## config.mk

```make
export PLATFORM = sky130hd
export DESIGN_NAME = video_timing_generator
export DESIGN_NICKNAME = d
export VERILOG_FILES = /design/src/rtl/video_timing_generator.sv
export SDC_FILE = /design/constraint.sdc
export NUM_CORES = 1
export LEC_CHECK = 0
export CORE_UTILIZATION = 58
export DETAILED_ROUTE_END_ITERATION = 10
export PLACE_DENSITY = 0.83
export SETUP_SLACK_MARGIN = 0.3
export SLEW_MARGIN = 20
export SYNTH_ARGS = -nofsm -noshare
export SYNTH_HDL_FRONTEND = slang
export SYNTH_SLANG_ARGS = --single-unit
```

## constraint.sdc

```tcl
create_clock -name clk -period 5.1 [get_ports clk]
set_input_delay 0.765 -clock clk [delete_from_list [all_inputs] [get_ports clk]]
set_output_delay 0.765 -clock clk [all_outputs]
set_load 0.005 [all_outputs]
```

## src/rtl/video_timing_generator.sv

```systemverilog
// Raster timing generator: h/v counters, registered lead outputs for the pattern
// generator, and sync/de re-timed by DATA_LATENCY enabled cycles.
module video_timing_generator #(
    parameter int ROW_ADDR_WIDTH = 10,
    parameter int COL_ADDR_WIDTH = 11,
    parameter int CNT_WIDTH      = 11,
    parameter int H_ACTIVE       = 1280,
    parameter int H_FP           = 48,
    parameter int H_SYNC         = 112,
    parameter int H_BP           = 248,
    parameter int V_ACTIVE       = 1024,
    parameter int V_FP           = 1,
    parameter int V_SYNC         = 3,
    parameter int V_BP           = 38,
    parameter bit H_POL          = 1'b1,
    parameter bit V_POL          = 1'b1,
    parameter int DATA_LATENCY   = 1
) (
    input  logic                      clk,
    input  logic                      rst,
    input  logic                      enable,
    output logic [ROW_ADDR_WIDTH-1:0] row_address,
    output logic [COL_ADDR_WIDTH-1:0] col_address,
    output logic                      next_pixel,
    output logic                      frame_start,
    output logic                      hsync,
    output logic                      vsync,
    output logic                      de
);
    localparam int H_TOTAL = H_ACTIVE + H_FP + H_SYNC + H_BP;
    localparam int V_TOTAL = V_ACTIVE + V_FP + V_SYNC + V_BP;

    // Inclusive bounds so that no constant needs to hold H_TOTAL itself.
    localparam logic [CNT_WIDTH-1:0] C_H_LAST     = CNT_WIDTH'(H_TOTAL - 1);
    localparam logic [CNT_WIDTH-1:0] C_V_LAST     = CNT_WIDTH'(V_TOTAL - 1);
    localparam logic [CNT_WIDTH-1:0] C_H_ACT_LAST = CNT_WIDTH'(H_ACTIVE - 1);
    localparam logic [CNT_WIDTH-1:0] C_V_ACT_LAST = CNT_WIDTH'(V_ACTIVE - 1);
    localparam logic [CNT_WIDTH-1:0] C_HS_FIRST   = CNT_WIDTH'(H_ACTIVE + H_FP);
    localparam logic [CNT_WIDTH-1:0] C_HS_LAST    = CNT_WIDTH'(H_ACTIVE + H_FP + H_SYNC - 1);
    localparam logic [CNT_WIDTH-1:0] C_VS_FIRST   = CNT_WIDTH'(V_ACTIVE + V_FP);
    localparam logic [CNT_WIDTH-1:0] C_VS_LAST    = CNT_WIDTH'(V_ACTIVE + V_FP + V_SYNC - 1);
    localparam logic HS_IDLE = ~H_POL;
    localparam logic VS_IDLE = ~V_POL;

    logic [CNT_WIDTH-1:0]      r_h_cnt;
    logic [CNT_WIDTH-1:0]      r_v_cnt;
    logic [ROW_ADDR_WIDTH-1:0] r_row;
    logic [COL_ADDR_WIDTH-1:0] r_col;
    logic                      r_next_pixel;
    logic                      r_frame_start;
    logic                      r_hs_pipe [0:DATA_LATENCY];
    logic                      r_vs_pipe [0:DATA_LATENCY];
    logic                      r_de_pipe [0:DATA_LATENCY];

    logic w_active;
    logic w_hs;
    logic w_vs;
    logic w_origin;

    assign w_active = (r_h_cnt <= C_H_ACT_LAST) && (r_v_cnt <= C_V_ACT_LAST);
    assign w_hs     = (r_h_cnt >= C_HS_FIRST) && (r_h_cnt <= C_HS_LAST);
    assign w_vs     = (r_v_cnt >= C_VS_FIRST) && (r_v_cnt <= C_VS_LAST);
    assign w_origin = (r_h_cnt == '0) && (r_v_cnt == '0);

    always_ff @(posedge clk) begin
        if (rst) begin
            r_h_cnt <= '0;
            r_v_cnt <= '0;
        end else if (enable) begin
            if (r_h_cnt == C_H_LAST) begin
                r_h_cnt <= '0;
                r_v_cnt <= (r_v_cnt == C_V_LAST) ? '0 : r_v_cnt + CNT_WIDTH'(1);
            end else begin
                r_h_cnt <= r_h_cnt + CNT_WIDTH'(1);
            end
        end
    end

    // Lead outputs and delay stage 0 both capture the pre-increment position.
    always_ff @(posedge clk) begin
        if (rst) begin
            r_row         <= '0;
            r_col         <= '0;
            r_next_pixel  <= 1'b0;
            r_frame_start <= 1'b0;
            r_hs_pipe[0]  <= HS_IDLE;
            r_vs_pipe[0]  <= VS_IDLE;
            r_de_pipe[0]  <= 1'b0;
        end else if (enable) begin
            r_row         <= w_active ? ROW_ADDR_WIDTH'(r_v_cnt) : '0;
            r_col         <= w_active ? COL_ADDR_WIDTH'(r_h_cnt) : '0;
            r_next_pixel  <= w_active;
            r_frame_start <= w_origin;
            r_hs_pipe[0]  <= w_hs ? H_POL : HS_IDLE;
            r_vs_pipe[0]  <= w_vs ? V_POL : VS_IDLE;
            r_de_pipe[0]  <= w_active;
        end
    end

    genvar gi;
    generate
        for (gi = 1; gi <= DATA_LATENCY; gi++) begin : g_delay
            always_ff @(posedge clk) begin
                if (rst) begin
                    r_hs_pipe[gi] <= HS_IDLE;
                    r_vs_pipe[gi] <= VS_IDLE;
                    r_de_pipe[gi] <= 1'b0;
                end else if (enable) begin
                    r_hs_pipe[gi] <= r_hs_pipe[gi-1];
                    r_vs_pipe[gi] <= r_vs_pipe[gi-1];
                    r_de_pipe[gi] <= r_de_pipe[gi-1];
                end
            end
        end
    endgenerate

    assign row_address = r_row;
    assign col_address = r_col;
    assign next_pixel  = r_next_pixel;
    assign frame_start = r_frame_start;
    assign hsync       = r_hs_pipe[DATA_LATENCY];
    assign vsync       = r_vs_pipe[DATA_LATENCY];
    assign de          = r_de_pipe[DATA_LATENCY];
endmodule

```

==> impl_metrics.toml <==
[run_status]
status = "completed"

[drt]
vias = 1803
drc = 0
wl_per_cell_um = 14.96
met3WireLength_um = 186
vias_per_cell = 6.030
drtIter0Drc = 155
wirelength_um = 4473
dr_wl_met2_um = 2086
highest_layer = "met4"
met1_length_um = 2117
firstDrtPassIters = 4
final_antenna_net_count = 0

[yosys]
synth_edf_count = 6
synthCells = 231
synth_nets = 239
yosysMostFrequentCell = "dfxtp_1"
ys_seq_area_share_pct = 48.43
yosysTopAreaCell = "dfxtp_1"
synth-async-reset-ratio_pct = 0
yosys-top-cells-count = "dfxtp_1 (45), a22o_1 (21), nor2_1 (17)"
synth_warnings = 0
ys_dominant_reg_cell = "dfxtp_1"
netlist_area_um2 = 2232
synth_seq_cells = 51
synth_top_area_share_pct = 40.36
yosys-top-cells-area = "dfxtp_1 (40%), a22o_1 (8.2%), edfxtp_1 (8.1%)"
synth_cell_types = 41
postSynthAreaPerCell_um2 = 9.663

[hold_path]
hold-path-endpoint = "next_pixel$_SDFFE_PP0P_"
hp-class = "reg -> reg"
whs_path_depth = 1
min_from = "next_pixel$_SDFFE_PP0P_"

[worst_setup_path]
critPathLaunch = "rst"
timing.rr.start = "r_h_cnt[1]$_SDFFE_PP0P_"
path_class = "in -> reg"
reg2reg_depth = 6
cp-end-kind = "register"
timing.rr.end = "col_address[2]$_SDFFE_PP0P_"
critPathRequiredTime_ps = 5340
worstPathMaxFanout = 18
rrSetupSlack_ps = 2450
cp.arrival_ps = 3350
crit_path_start_kind = "primary input"

[finish]
drive_gt1_share_pct = 5.578
antennaDiodeCount = 0
fin_nets = 258
final_util_pct = 70.73
area_delta_synth_final_pct = 16.87
fillers = 292
fin_cells = 299

[grt]
grt.overflow.total = 0
grt_pass1_wl_um = 7279
grt_pass1_vias = 1588
antenna_found_initial = 0
grt_max_degree = 19
grt.total_usage_pct = 23.25

[timing]
slew_violations = 0
hold_viol_final = 0
skew_ps = 3.851
period_needed_ps = 3105
finalSetupViolCount = 0
max-slew-margin-rel_pct = 35.48
tightestPinTransition_ps = 966.1
setup-tns-final_ps = 0
fmax_ghz = 0.3221
rsz0062_at_grt = "false"
period_share_pct = 60.88

[flow_run]
maxCapViolCount = 0

[place]
portBuffers = 28
gp_congestion = 0.9067
hpwl_um = 3048
dp.cells = 291

[pwr]
leakagePower_nw = 0.9154
powerDensity_nw_per_um2 = 267.3
intPower_w = 0.0005514
vdd_drop_max_mv = 0.1443
switching_power_w = 0.0001460
swShare_pct = 20.94
combPwrFrac_pct = 4.8
clock_power_share_pct = 35.2
seqPwrFrac_pct = 59.9

[cts]
cts.path.max_buffers = 2
cts_tree = "yes"
clock-root-buffer = "clkbuf_8"
cts_setup_buffers = 0
clk_latency_ps = 300
post_cts_resized = 0
numCtsBuffers = 5
clk_pin_slew_ps = 80
cts-hold-fix-buffers = 0
cts.sinks = 51
ctsHtreeMaxLevel = 2

[die]
die_height_um = 64.04
rows = 22
die_w_um = 64.04
core_um2 = 3689
ios = 29
die-area_um2 = 4100
floorplan.initialDensity_pct = 60.52
-- metrics by stage --
stage                     hold WS, ps  cell area, um2  power [W]  worst slack, ps
after floorplan                 450.9            2232  0.0004460             3005
after global placement          439.4            2509  0.0004606             1771
after detailed placement        438.7            2509  0.0004613             1719
after CTS                       458.8            2609  0.0007038             2013
after global routing            495.1            2609  0.0007243             1699
final                           452.7            2609  0.0006974             1995
-- layout make-up --
class | count | area [um2] | share of cell area, %
sequential | 51 | 1081 | 41.44
multi-input combinational | 155 | 1046 | 40.10
timing repair buffer | 30 | 295.3 | 11.32
inverter | 7 | 26.28 | 1.007
tap | 48 | 60.06 | 2.302
clock buffer | 8 | 100.1 | 3.837
-- state kept, by name, summed over array words and instances, names as in the netlist --
name / cells
r_de_pipe: 2
row_address: 10
col_address: 11
next_pixel: 1
r_hs_pipe: 2
r_v_cnt: 11
frame_start: 1
r_vs_pipe: 2
r_h_cnt: 11
-- power by group through the flow --
stage                     combinational [W]  clock [W]  sequential, W
after floorplan                   0.0000205          0       0.000425
after global placement            0.0000332          0       0.000427
after detailed placement          0.0000339          0       0.000427
after CTS                         0.0000340   0.000252       0.000418
after global routing              0.0000373   0.000268       0.000419
final                             0.0000337   0.000246       0.000418
-- worst max-delay path by stage --
stage	slack, ps	depth (start not counted)	endpoint
5_1_grt	1700	6	col_address[0]$_SDFFE_PP0P_
3_3_place_gp	1770	6	col_address[7]$_SDFFE_PP0P_
6_report	1990	6	col_address[2]$_SDFFE_PP0P_
2_1_floorplan	3000	6	col_address[10]$_SDFFE_PP0P_
3_5_place_dp	1720	6	col_address[2]$_SDFFE_PP0P_
4_1_cts	2010	6	col_address[2]$_SDFFE_PP0P_
-- layout by cell type, fill, tap and decap left out, types with 7 or more instances in the layout --
cell type,netlist,routed
dfxtp_1,45,45
clkdlybuf4s50_1,0,28
a22o_1,21,21
nor2_1,17,17
nand2_1,14,14
nand3_1,11,11
nand4_1,8,8
nor3_1,8,8
inv_1,7,7
xor2_1,7,7
clkbuf_8,0,7
-- routing by layer --
| metal | global-route usage, % | up-vias |
|---|---|---|
| met5 | 0 | - |
| li1 | - | 889 |
| met2 | 36.44 | 53 |
| met3 | 5.893 | 10 |
| met4 | 10.80 | 0 |
| met1 | 29.84 | 851 |
-- critical path, stage by stage --
cell,delay (ps)
clkdlybuf4s50_1,720
nor2b_1,440
nand2b_1,140
a211oi_2,820
buf_4,300
a22o_1,150
-- cells by family after synthesis --
| family | synth area share (%) |
|---|---|
| AOI/OAI and AO/OA | 17.38 |
| xor gates and xnor gates | 3.532 |
| adders and majority gates | 2.803 |
| buffers and inverters | 4.932 |
| DFF | 48.43 |
| and+or+nand+nor | 22.93 |
Note: power is estimated with default switching activity, not from simulation.
